File: src/rtl/fadsu_acc.sv
// Add/subtract unit with accumulator, signed saturation and sticky overflow.
// One-cycle registered result; CE freezes all state, RST wins over everything.
module fadsu_acc #(
  parameter int WIDTH  = 8,
  parameter int SAT_EN = 1
) (
  input  logic             CK,
  input  logic             RST,
  input  logic             CE,
  input  logic             VI,
  input  logic [WIDTH-1:0] A,
  input  logic [WIDTH-1:0] B,
  input  logic             BCI,
  input  logic             CON,
  input  logic             ACC,
  input  logic             CLR,
  input  logic             SAT,
  output logic [WIDTH-1:0] S,
  output logic             BCO,
  output logic             OVF,
  output logic             OVFS,
  output logic             VO
);

  localparam logic [WIDTH-1:0] MAXP =
    {1'b0, {(WIDTH-1){1'b1}}};
  localparam logic [WIDTH-1:0] MINN =
    {1'b1, {(WIDTH-1){1'b0}}};

  logic [WIDTH-1:0] s_q, s_d;
  logic [WIDTH-1:0] acc_q, acc_d;
  logic             bco_q, bco_d;
  logic             ovf_q, ovf_d;
  logic             ovfs_q, ovfs_d;
  logic             vo_q, vo_d;

  logic [WIDTH-1:0] aop;
  logic [WIDTH-1:0] beff;
  logic [WIDTH:0]   sum;
  logic [WIDTH-1:0] res;
  logic             ovf;
  logic             sat_on;
  logic             take;

  always_comb begin
    aop    = ACC ? (CLR ? '0 : acc_q) : A;
    beff   = CON ? B : ~B;
    sum    = {1'b0, aop} + {1'b0, beff}
           + {{WIDTH{1'b0}}, BCI};
    ovf    = (aop[WIDTH-1] == beff[WIDTH-1])
           && (sum[WIDTH-1] != aop[WIDTH-1]);
    sat_on = (SAT_EN != 0) && SAT;
    res    = sum[WIDTH-1:0];
    if (ovf && sat_on)
      res = aop[WIDTH-1] ? MINN : MAXP;
  end

  assign take = CE && VI;

  always_comb begin
    s_d    = s_q;
    acc_d  = acc_q;
    bco_d  = bco_q;
    ovf_d  = ovf_q;
    ovfs_d = ovfs_q;
    vo_d   = vo_q;
    if (CE) begin
      vo_d = VI;
      // CLR alone clears; a same-cycle op reloads acc and may re-set OVFS
      if (CLR) begin
        acc_d  = '0;
        ovfs_d = 1'b0;
      end
      if (take) begin
        s_d   = res;
        acc_d = res;
        bco_d = sum[WIDTH];
        ovf_d = ovf;
        if (ovf)
          ovfs_d = 1'b1;
      end
    end
  end

  always_ff @(posedge CK) begin
    if (RST) begin
      s_q    <= '0;
      acc_q  <= '0;
      bco_q  <= 1'b0;
      ovf_q  <= 1'b0;
      ovfs_q <= 1'b0;
      vo_q   <= 1'b0;
    end else begin
      s_q    <= s_d;
      acc_q  <= acc_d;
      bco_q  <= bco_d;
      ovf_q  <= ovf_d;
      ovfs_q <= ovfs_d;
      vo_q   <= vo_d;
    end
  end

  assign S    = s_q;
  assign BCO  = bco_q;
  assign OVF  = ovf_q;
  assign OVFS = ovfs_q;
  assign VO   = vo_q;

endmodule

File: config.mk
export PLATFORM = sky130hd
export DESIGN_NAME = fadsu_acc
export DESIGN_NICKNAME = d
export VERILOG_FILES = /design/src/rtl/fadsu_acc.sv
export SDC_FILE = /design/constraint.sdc
export NUM_CORES = 1
export LEC_CHECK = 0
export BUFFER_PORTS_ARGS = -buffer_cell sky130_fd_sc_hd__buf_2
export CAP_MARGIN = 0
export CELL_PAD_IN_SITES_DETAIL_PLACEMENT = 0
export CELL_PAD_IN_SITES_GLOBAL_PLACEMENT = 1
export CORE_ASPECT_RATIO = 1.5
export CORE_MARGIN = 8
export CORE_UTILIZATION = 38
export CTS_CLUSTER_SIZE = 20
export DETAILED_ROUTE_END_ITERATION = 10
export GPL_ROUTABILITY_DRIVEN = 0
export PLACE_DENSITY = 0.88
export SLEW_MARGIN = 5
export SYNTH_ARGS = -nofsm -noshare
export SYNTH_HDL_FRONTEND = slang
export SYNTH_SLANG_ARGS = --single-unit
File: constraint.sdc
create_clock -name CK -period 3.3 [get_ports CK]
set_input_delay 0.33 -clock CK [delete_from_list [all_inputs] [get_ports CK]]
set_output_delay 0.33 -clock CK [all_outputs]
set_load 0.05 [all_outputs]
# Word-level counts from Yosys, hierarchy flattened
# Index checks and enable logic that the tools add are counted.
[classes]
addsub = 2
n_bitwise = 1
eq_ne = 2
n_reduce_logical = 4
mux = 9
[op_table]
columns = ["cell", "count"]
rows = [
  ["8-bit 2-to-1 mux", 6],
  ["8-bit by 8-bit adder with 9-bit output", 1],
  ["9-bit by 1-bit adder with 9-bit output", 1],
  ["8-bit NOT", 1],
  ["1-bit logical AND", 3],
  ["1-bit 2-to-1 mux", 3],
  ["2-bit AND reduction", 1],
  ["1-bit equality test", 1],
  ["1-bit inequality test", 1],
]
[word_totals]
ff_bits = 20
elab_cells = 24
inputBits = 25
output_inout_bits = 12

# Longest topological paths before layout
[logic_depth]
word_depth = 9
mapped_depth = 11
ltp_nobuf = 9

# Worst setup path after synthesis
# Ideal clock, no wire load.
[synth_timing]
kind = "input-to-reg"
from = "input port ACC"
to = "register acc_q[3]"
arrival_ns = 2.302
setup_time_ns = 0.122
stages = 10
setup_slack_ns = 0.876
n_path_buf = 3
t_required_ns = 3.178
cell_sequence = "clkbuf_1 clkbuf_1 o21ai_0 ha_1 a21oi_1 and2_1 a21oi_2 buf_6 o211a_1 a221o_1"
[synth_via]
elab_chain_cells = 8
elab_cells_between_ends = 10
classes_between = "add/sub (2); eq/ne (2); mux (4); reduce/logical (2)"
[synth_rtl]
columns = ["item", "line_no", "source"]
rows = [
  ["start: declaration", "15", "input logic ACC,"],
  ["8-bit 2-to-1 mux *", "46", "aop = ACC ? (CLR ? '0 : acc_q) : A;"],
  ["8-bit by 8-bit adder with 9-bit output", "48", "sum = {1'b0, aop} + {1'b0, beff}"],
  ["9-bit by 1-bit adder with 9-bit output", "49", "+ {{WIDTH{1'b0}}, BCI};"],
  ["1-bit inequality test", "51", "&& (sum[WIDTH-1] != aop[WIDTH-1]);"],
  ["1-bit logical AND", "51", ""],
  ["1-bit logical AND", "54", "if (ovf && sat_on)"],
  ["8-bit 2-to-1 mux *", "54", ""],
  ["8-bit 2-to-1 mux *", "74", "if (take) begin"],
  ["end signal: assignment", "88", "acc_q <= '0;"],
  ["end signal: assignment", "95", "acc_q <= acc_d;"],
  ["end: declaration", "31", "logic [WIDTH-1:0] acc_q, acc_d;"],
]
# Every way passes the cells marked *; elsewhere a longest branch is shown, timed or not.
# A chain may end at the register's enable or synchronous reset.

# Worst setup path in the final report
[layout_timing]
from = "register acc_q[0]"
to = "register acc_q[0]"
[layout_via]
elab_chain_cells = 9
[layout_rtl]
columns = ["item", "line_no"]
rows = [
  ["8-bit 2-to-1 mux *", "--"],
  ["8-bit 2-to-1 mux", "46"],
  ["8-bit by 8-bit adder with 9-bit output", "48"],
  ["9-bit by 1-bit adder with 9-bit output", "49"],
  ["1-bit inequality test", "51"],
  ["1-bit logical AND", "51"],
  ["1-bit logical AND", "54"],
  ["8-bit 2-to-1 mux", "54"],
  ["8-bit 2-to-1 mux *", "74"],
]
# Marked as above.

==> impl_metrics.toml <==
[global_routing]
first_global_vias = 1375
globalRouteTotalUtil_pct = 12.6
grt_max_degree = 16
grt_pass1_wl_um = 6000
grt_overflow = 0
antenna_found_initial = 0

[synth]
synth_fp_nets = 209
yosysMostFrequentCell = "dfxtp_1"
synth_largest_area_cell = "dfxtp_1"
ys.flop_type = "dfxtp_1"
yosys-top-cells-count = "20 x dfxtp_1, 19 x nand2_1, 13 x nor2_1, 13 x o21ai_0, 12 x inv_1"
synthCells = 175
yosysUniqueCellTypes = 45
synth_edf_count = 0
yosys_warnings = 0
synth_area_um2 = 1400
synthArstFlopShare_pct = 0
syn_avg_cell_area_um2 = 8.02
synth_top_area_share_pct = 28.5
synth_seq_area_share_pct = 28.5
synth_seq_cells = 20
synthTopCellsByArea = "dfxtp_1 29%, ha_1 6.2%, nand2_1 5.1%, xnor2_1 5.0%, o21ai_0 4.6%"

[sta]
finalWorstSetupSlack_ns = 0.822
period_share_pct = 75.1
finalClockSkew_ns = 0.00305
rsz0062_at_grt = "no"
final_max_slew_viol_count = 0
setup-tns-final_ns = 0
period_minus_slack_ns = 2.48
worst_pin_slew_ns = 0.542
holdWs_ns = 0.389
setup_viol = 0
clock.fmax_mhz = 404
final_hold_viol_count = 0
slew_headroom_pct = 63.8

[cts]
cts_made_buffers = 3
clk_latency_ns = 0.26
clk_pin_slew_worst_paths_ns = 0.07
clk_path_buf_depth = 2
ctsHoldBuffers = 0
cts_sinks = 20
cts_tree = "yes"
cts_setup_buffers = 0
htreeDepth = 1
cts_resized = 0
clock-root-buffer = "clkbuf_8"

[flow_run]
drv_cap = 0

[cells_and_area]
diodes = 0
nets = 244
fillCellCount = 380
stdcell_area_um2 = 1660
final_util_pct = 46.0
drive_above_1_share_pct = 22.5
area_delta_synth_final_pct = 18.4
layout.cells.non_filler = 252

[worst_hold_path]
hold_path_class = "input pin to flop"

[setup_path]
r2r_slack_ns = 0.82
path_max_fanout = 11
worstPathArrival_ns = 2.67
critical-path-top-delay-family = "compound AO/OA/AOI/OAI gates"
path_class = "flop to flop"
crit_path_start_kind = "flop"
required_ns = 3.49
worstPathCellList = "nor2b_1, mux2i_1, fa_1, nand2b_1, a211o_1, a21oi_2, nand4_1, a31oi_1"
slowest_delay_ns = 0.45
crit_buf_inv = 0
critPathCaptureType = "flop"
slowest_stage = "a21oi_2"

[floorplanning]
ioPinCount = 37
design.die.area_um2 = 5940
die-width_um = 65.6
initial_core_util_pct = 38.8
core_um2 = 3610
row_count = 27
die_h_um = 90.4

[power]
p_per_area_nw_per_um2 = 452
leakage_nw = 0.737
totalPowerFinal_uw = 751
peakVddDrop_uv = 201

[route]
drt_iter0_drc = 41
dr.pass1.iters = 5
drcViolationCount = 0
via_per_inst = 5.40
vias = 1361
ant_nets = 0
drt-met1-wl_um = 1420
detail_route.wl_per_cell_um = 14.4
met3WireLength_um = 163
wl_um = 3620
routed-wl-met2_um = 1960
highest_layer = "met4"

[place]
pre_cts_ws_ns = 0.644
dp_hpwl_um = 2970
port_buffers = 36
dp_cells = 248
place_area_um2 = 1610

[status]
status = "completed"
[layout make-up]
type | count | area, µm² | share of cell area [%]
Multi-Input combinational cell | 137 | 928 | 55.8
Sequential cell | 20 | 400 | 24.1
Timing Repair Buffer | 36 | 180 | 10.8
Clock buffer | 4 | 55.1 | 3.31
Tap cell | 43 | 53.8 | 3.24
Inverter | 12 | 45.0 | 2.71
[routing by layer]
| layer | GRT usage (%) | vias to the layer above |
|---|---|---|
| li1 | - | 690 |
| met1 | 13.2 | 629 |
| met2 | 22.5 | 37 |
| met3 | 2.11 | 5 |
| met4 | 6.76 | 0 |
| met5 | 0 | - |
[registers in the layout (all words and copies together), names as in the netlist]
signal and flops:
OVFS 1, VO 1, OVF 1, S 8, BCO 1, acc_q 8
[worst paths after layout]
| check | startpoint | cells after the start | endpoint |
|---|---|---|---|
| worst min-delay path | RST | 2 | OVFS |
| worst max register to register | acc_q[0] | 8 | acc_q[0] |
| worst min register to register | S[5] | 2 | S[5] |
| worst max-delay path | acc_q[0] | 8 | acc_q[0] |
[cells in the final DEF, fill, tap and decap left out, types with 2 or more instances in the layout]
cell type and n:
buf_2 36, a211o_1 2, a31oi_1 7, nor2b_1 4, a21oi_1 6, and2_1 2, o211ai_1 2, fa_1 2
nand4_1 3, o21a_1 2, nand3b_1 8, xor2_1 2, nor2_1 13, a211oi_1 3, nand2b_1 4, nand3_1 7
nor3_1 2, xnor2_1 8, clkbuf_8 4, ha_1 7, o21ai_0 13, o31a_1 2, nand2_1 19, inv_1 12
dfxtp_1 20
[cells by family (layout without fill, tap and decap cells)]
kind of cell	Yosys count	after routing	synth area share, %
xor gates and xnor gates	11	11	7.40
buffers and inverters	18	52	5.35
AOI/OAI and AO/OA	51	51	25.8
and+or+nand+nor	65	65	23.2
muxes	1	1	0.713
DFF	20	20	28.5
adders and majority gates	9	9	9.09
[power by group]
part	total [mW]	switching [mW]	leakage, nW	internal (mW)
registers	0.278	0.0129	0.164	0.266
logic	0.288	0.182	0.545	0.106
clock network	0.184	0.0782	0.0288	0.106
[worst register-to-register path: stages, from the launching register on]
cell      delay [ns]
dfxtp_1         0.33
nor2b_1         0.13
mux2i_1         0.09
fa_1            0.44
nand2b_1        0.18
a211o_1         0.33
a21oi_2         0.45
nand4_1         0.28
a31oi_1         0.18
Note: power is estimated with default switching activity, not from simulation.
